`src/rtl/bakery_axil_regs.sv`:
```
// rtl/bakery_axil_regs.sv - AXI4-Lite control/status register block for one Lamport-bakery core
// Optional macro BAKERY_AXIL_WSTRB_EN: RW writes honour wstrb per byte, CONTROL acts only with wstrb[0].
module bakery_axil_regs #(
  parameter int          ADDR_W   = 8,
  parameter logic [31:0] ID_VALUE = 32'hBA4E_0001
) (
  input  logic              clock,
  input  logic              reset_n,
  input  logic [ADDR_W-1:0] s_axil_awaddr,
  input  logic              s_axil_awvalid,
  output logic              s_axil_awready,
  input  logic [31:0]       s_axil_wdata,
  input  logic [3:0]        s_axil_wstrb,
  input  logic              s_axil_wvalid,
  output logic              s_axil_wready,
  output logic [1:0]        s_axil_bresp,
  output logic              s_axil_bvalid,
  input  logic              s_axil_bready,
  input  logic [ADDR_W-1:0] s_axil_araddr,
  input  logic              s_axil_arvalid,
  output logic              s_axil_arready,
  output logic [31:0]       s_axil_rdata,
  output logic [1:0]        s_axil_rresp,
  output logic              s_axil_rvalid,
  input  logic              s_axil_rready,
  output logic [63:0]       addr_choosing,
  output logic [63:0]       addr_number,
  output logic [63:0]       addr_counter,
  output logic [31:0]       idx_inst,
  output logic [31:0]       idx_max,
  output logic [31:0]       nr_loops,
  output logic [31:0]       dly_cfg,
  output logic              core_start,
  input  logic              core_busy,
  input  logic              core_done
);

  localparam logic [1:0] RESP_OKAY   = 2'b00;
  localparam logic [1:0] RESP_SLVERR = 2'b10;
  localparam logic [5:0] W_ID        = 6'h00;
  localparam logic [5:0] W_STATUS    = 6'h04;
  localparam logic [5:0] W_CONTROL   = 6'h05;

  // Word offset -> {hit, slot} into the ten RW configuration words.
  function automatic logic [4:0] cfg_map(input logic [5:0] w);
    case (w)
      6'h08:   cfg_map = {1'b1, 4'd0};
      6'h09:   cfg_map = {1'b1, 4'd1};
      6'h0A:   cfg_map = {1'b1, 4'd2};
      6'h0B:   cfg_map = {1'b1, 4'd3};
      6'h0C:   cfg_map = {1'b1, 4'd4};
      6'h0D:   cfg_map = {1'b1, 4'd5};
      6'h10:   cfg_map = {1'b1, 4'd6};
      6'h11:   cfg_map = {1'b1, 4'd7};
      6'h14:   cfg_map = {1'b1, 4'd8};
      6'h15:   cfg_map = {1'b1, 4'd9};
      default: cfg_map = 5'd0;
    endcase
  endfunction

  logic [31:0] cfg_q [10];
  logic [31:0] cfg_d [10];
  logic        bvalid_q, bvalid_d;
  logic [1:0]  bresp_q, bresp_d;
  logic        rvalid_q, rvalid_d;
  logic [1:0]  rresp_q, rresp_d;
  logic [31:0] rdata_q, rdata_d;
  logic        done_q, done_d;
  logic        core_start_q, core_start_d;

  logic [5:0]  aw_word, ar_word;
  logic [4:0]  aw_map, ar_map;
  logic        wr_acc, rd_acc;
  logic [31:0] wmask;
  logic        ctrl_en;
  logic        unused_bits;

  assign aw_word = s_axil_awaddr[7:2];
  assign ar_word = s_axil_araddr[7:2];
  assign aw_map  = cfg_map(aw_word);
  assign ar_map  = cfg_map(ar_word);

  // AW and W are only ever taken together, and only with no response pending.
  assign wr_acc = reset_n & s_axil_awvalid & s_axil_wvalid & ~bvalid_q;
  assign rd_acc = reset_n & s_axil_arvalid & ~rvalid_q;

`ifdef BAKERY_AXIL_WSTRB_EN
  assign wmask       = {{8{s_axil_wstrb[3]}}, {8{s_axil_wstrb[2]}},
                        {8{s_axil_wstrb[1]}}, {8{s_axil_wstrb[0]}}};
  assign ctrl_en     = s_axil_wstrb[0];
  assign unused_bits = ^{s_axil_awaddr[1:0], s_axil_araddr[1:0]};
`else
  assign wmask       = 32'hFFFF_FFFF;
  assign ctrl_en     = 1'b1;
  assign unused_bits = ^{s_axil_awaddr[1:0], s_axil_araddr[1:0], s_axil_wstrb};
`endif

  always_comb begin
    cfg_d        = cfg_q;
    bvalid_d     = bvalid_q & ~s_axil_bready;
    bresp_d      = bresp_q;
    done_d       = done_q;
    core_start_d = 1'b0;
    if (wr_acc) begin
      bvalid_d = 1'b1;
      bresp_d  = RESP_OKAY;
      if (aw_map[4]) begin
        cfg_d[aw_map[3:0]] = (cfg_q[aw_map[3:0]] & ~wmask) | (s_axil_wdata & wmask);
      end else if (aw_word == W_CONTROL) begin
        if (ctrl_en && s_axil_wdata[1]) done_d = 1'b0;
        if (ctrl_en && s_axil_wdata[0] && !core_busy) begin
          core_start_d = 1'b1;
          done_d       = 1'b0;
        end
      end else if (aw_word != W_ID && aw_word != W_STATUS) begin
        bresp_d = RESP_SLVERR;
      end
    end
    // A completion in the same cycle as a clear must not be lost.
    if (core_done) done_d = 1'b1;
  end

  always_comb begin
    rvalid_d = rvalid_q & ~s_axil_rready;
    rdata_d  = rdata_q;
    rresp_d  = rresp_q;
    if (rd_acc) begin
      rvalid_d = 1'b1;
      rresp_d  = RESP_OKAY;
      if (ar_map[4]) begin
        rdata_d = cfg_q[ar_map[3:0]];
      end else begin
        case (ar_word)
          W_ID:      rdata_d = ID_VALUE;
          W_STATUS:  rdata_d = {30'd0, core_busy, done_q};
          W_CONTROL: rdata_d = 32'd0;
          default: begin
            rdata_d = 32'd0;
            rresp_d = RESP_SLVERR;
          end
        endcase
      end
    end
  end

  always_ff @(posedge clock or negedge reset_n) begin
    if (!reset_n) begin
      cfg_q        <= '{default: 32'd0};
      bvalid_q     <= 1'b0;
      bresp_q      <= 2'b00;
      rvalid_q     <= 1'b0;
      rresp_q      <= 2'b00;
      rdata_q      <= 32'd0;
      done_q       <= 1'b0;
      core_start_q <= 1'b0;
    end else begin
      cfg_q        <= cfg_d;
      bvalid_q     <= bvalid_d;
      bresp_q      <= bresp_d;
      rvalid_q     <= rvalid_d;
      rresp_q      <= rresp_d;
      rdata_q      <= rdata_d;
      done_q       <= done_d;
      core_start_q <= core_start_d;
    end
  end

  assign s_axil_awready = wr_acc;
  assign s_axil_wready  = wr_acc;
  assign s_axil_bvalid  = bvalid_q;
  assign s_axil_bresp   = bresp_q;
  assign s_axil_arready = rd_acc;
  assign s_axil_rvalid  = rvalid_q;
  assign s_axil_rresp   = rresp_q;
  assign s_axil_rdata   = rdata_q;

  assign addr_choosing = {cfg_q[1], cfg_q[0]};
  assign addr_number   = {cfg_q[3], cfg_q[2]};
  assign addr_counter  = {cfg_q[5], cfg_q[4]};
  assign idx_inst      = cfg_q[6];
  assign idx_max       = cfg_q[7];
  assign nr_loops      = cfg_q[8];
  assign dly_cfg       = cfg_q[9];
  assign core_start    = core_start_q;

endmodule

```
`config.mk`:
```
export PLATFORM = sky130hd
export DESIGN_NAME = bakery_axil_regs
export DESIGN_NICKNAME = d
export VERILOG_FILES = /design/src/rtl/bakery_axil_regs.sv
export SDC_FILE = /design/constraint.sdc
export NUM_CORES = 1
export LEC_CHECK = 0
export ABC_AREA = 0
export CAP_MARGIN = 20
export CORE_MARGIN = 2
export CORE_UTILIZATION = 49
export DETAILED_ROUTE_END_ITERATION = 10
export PLACE_DENSITY = 0.8
export SYNTH_ARGS = -nofsm -noshare
export SYNTH_HDL_FRONTEND = slang
export SYNTH_SLANG_ARGS = --single-unit
```
`constraint.sdc`:
```
create_clock -name clock -period 2.75 [get_ports clock]
set_input_delay 0.275 -clock clock [delete_from_list [all_inputs] [get_ports clock]]
set_output_delay 0.275 -clock clock [all_outputs]
set_load 0.05 [all_outputs]
```
==> flow_summary_export.csv <==
group,metric,value,unit
power_and_ir_drop,peakVddDrop,438,µV
global_routing,antenna_found_initial,1,
cts,cts_tree,"yes",
sta,hold_viol,0,
die,initial_core_util,0.493,
cts,cts_resized,0,
setup_path,cp-end-kind,"primary output",
finish,area_growth,37.9,%
setup_path,max_stage_delay,0.83,ns
setup_path,slowest_stage,"clkdlybuf4s50_1",
setup_path,path_common_cell,"inv_1",
global_routing,grt_usage,0.310,
placed_design,place_ws,-0.0897,ns
detailed_routing,ant_nets,0,
detailed_routing,via_per_inst,5.96,
sta,rsz0062_at_grt,"no",
sta,min_period,2.47,ns
synth,yosysTopAreaCellShare,0.546,
global_routing,grt_pass1_vias,13278,
synth,synthArstFlopShare,1.00,
detailed_routing,dr.pass1.iters,6,
global_routing,gr-total-overflow,0,
cts,clk_path_buf_depth,3,
cts,cts_setup_buffers,0,
synth,synth_edf_count,0,
synth,synthTopCellsByArea,"dfrtp_1, mux2_2, nand2_1",
die,core-area,33300,µm²
synth,synthesis.area,16400,µm²
detailed_routing,detailroute.via_count,13187,
placed_design,io_buffers,412,
die,rows,67,
cts,cts.sinks,358,
run,maxCapViolations,0,
setup_path,cp_max_fo,4,
sta,timing.final.crit_share,0.899,
sta,slew_viol_final,0,
die,die_h,187,µm
sta,relSlewSlack,0.335,
min_path,min_delay_path_depth,2,
sta,setup_slack,0.277,ns
finish,nNetsFinal,1801,
global_routing,grt_pass1_wl,82.7,mm
setup_path,criticalPathCategory,"reg -> out",
sta,fmax,404,MHz
finish,register_area,8960,µm²
die,ios,423,
synth,synth_area_leader_cell,"dfrtp_1",
detailed_routing,drt_wl_total,55.3,mm
cts,path_clk_slew,0.06,ns
cts,clockRootBuffer,"clkbuf_16",
setup_path,cp.arrival,2.20,ns
finish,multiInputGateArea,6990,µm²
setup_path,cp.required,2.48,ns
power_and_ir_drop,power_density,569,nW/µm²
synth,syn_avg_cell_area,12.3,µm²
die,dieArea,35000,µm²
finish,drive_gt1_frac,0.289,
cts,holdBufCountCts,1,
synth,syn_inst,1332,
die,die_w,187,µm
global_routing,grt_max_degree,145,
synth,synth.most_common_cell,"dfrtp_1",
setup_path,reg2reg_to,"nr_loops[24]",
detailed_routing,drt_iter0_drc,866,
placed_design,place_congestion,0.915,
detailed_routing,wl_per_cell,25.0,µm
setup_path,rr_startpoint,"s_axil_bvalid",
placed_design,place_inst,2145,
synth,synth_ff_type,"dfrtp_1",
finish,final_cells,2213,
setup_path,cp-start-kind,"flop",
synth,yosys-top-cells-count,"dfrtp_1, mux2_2, nand2_1, a21oi_1, nand3_1",
detailed_routing,drcViolationCount,0,
cts,htree_levels,2,
cts,cts_inserted_buffers,39,
synth,ys_types,56,
power_and_ir_drop,p_leak,10.4,nW
cts,worst_skew_pair.late_latency,0.54,ns
finish,fillers,2422,
synth,ys_warn_count,0,
min_path,min_path_type,"in -> reg",
sta,finClkSkew,0.0205,ns
sta,setup_viol,0,
synth,ys_ff_latch,358,
setup_path,reg2reg_depth,7,
run_status,status,"complete, no violations",
sta,tightest_slew,0.998,ns
min_path,hp-start,"s_axil_bready",
synth,synth_seq_area_share,0.546,
placed_design,hpwl,37.1,mm
setup_path,crit_chain,"inv_1 -> nand4_1 -> inv_1 -> clkdlybuf4s50_1",
min_path,hold_path_end,"s_axil_bvalid",
setup_path,reg2reg_slack,0.32,ns
-- logic make-up after synthesis --
group	share of synthesized area
xor gates and xnor gates	0.000534
muxes	0.251
AOI/OAI and AO/OA	0.0844
DFF	0.546
other	0.000228
buffers and inverters	0.0332
and+or+nand+nor	0.0851
-- worst max-delay path by stage --
stage / startpoint / end / slack [ns]
2_1_floorplan: s_axil_bvalid / nr_loops[1] / 0.31
5_1_grt: s_axil_bvalid / s_axil_awready / 0.13
4_1_cts: s_axil_bvalid / s_axil_wready / 0.25
3_3_place_gp: s_axil_araddr[6] / s_axil_rdata[14] / -0.02
3_5_place_dp: s_axil_araddr[6] / s_axil_rdata[11] / -0.09
6_report: s_axil_bvalid / s_axil_wready / 0.28
-- power by group --
group	switching (W)	internal (W)
clock network	0.00211	0.00299
registers	0.000186	0.00549
logic	0.00140	0.000719
-- state kept, by name (all words and copies together), names as in the netlist --
| signal | cells |
|---|---|
| s_axil_bvalid | 1 |
| addr_choosing | 64 |
| idx_max | 32 |
| s_axil_rresp | 1 |
| addr_counter | 64 |
| done_q | 1 |
| s_axil_rdata | 32 |
| idx_inst | 32 |
| nr_loops | 32 |
| addr_number | 64 |
| s_axil_rvalid | 1 |
| core_start | 1 |
| s_axil_bresp | 1 |
| dly_cfg | 32 |
-- metal layers --
layer | up-vias | share of wire | GRT usage
met3 | 177 | 0.082 | 0.0625
met4 | 0 | 0.050 | 0.143
li1 | 5610 | - | -
met5 | - | 0 | 0
met2 | 693 | 0.49 | 0.513
met1 | 6707 | 0.38 | 0.393
-- area by class of cell --
class	count	share of cell area
Antenna cell	1	0.000111
Sequential cell	358	0.396
Clock inverter	11	0.00547
Inverter	6	0.000995
Clock buffer	54	0.0487
Tap cell	448	0.0248
Timing Repair Buffer	481	0.216
Multi-Input combinational cell	854	0.309
-- cell usage in the layout (no fill, tap or decap), types with 3 or more instances in the layout --
cell and count:
nor2_4 6, a21oi_1 56, o31ai_1 10, nand3_1 46, mux2_1 5, a221oi_1 17
a2bb2oi_1 11, nor3_1 6, a31o_2 9, inv_1 6, buf_12 19, a221o_1 18
clkbuf_16 40, o21ai_0 22, buf_4 50, clkdlybuf4s50_1 409, nand2b_1 6, and3_1 31
a22oi_1 3, clkbuf_8 5, nand2_1 173, nor2_1 11, mux4_2 3, o21a_1 3
o41ai_2 11, nand4_1 6, clkinv_2 6, o21ai_1 4, nor3_2 5, clkbuf_1 9
mux2_2 335, mux2i_1 22, dfrtp_1 358
-- worst max-delay path, delay by kind of cell (launching register included) --
family        cells  cell delay (ns)
flops             1             0.38
buf+inv           3             1.09
simple gates      1             0.20
-- per-stage QoR --
step | area [µm²] | total power (W) | util | hold WS (ns) | setup TNS, ns
after global routing | 22600 | 0.0133 | 0.680 | 0.310 | 0
final | 22600 | 0.0129 | 0.680 | 0.311 | 0
after CTS | 22600 | 0.0130 | 0.680 | 0.301 | 0
after global placement | 21400 | 0.00784 | 0.643 | 0.454 | -0.186
after detailed placement | 21400 | 0.00787 | 0.643 | 0.452 | -1.48
after floorplan | 16400 | 0.00697 | - | -0.0206 | 0
(Power assumes the default switching activity.)
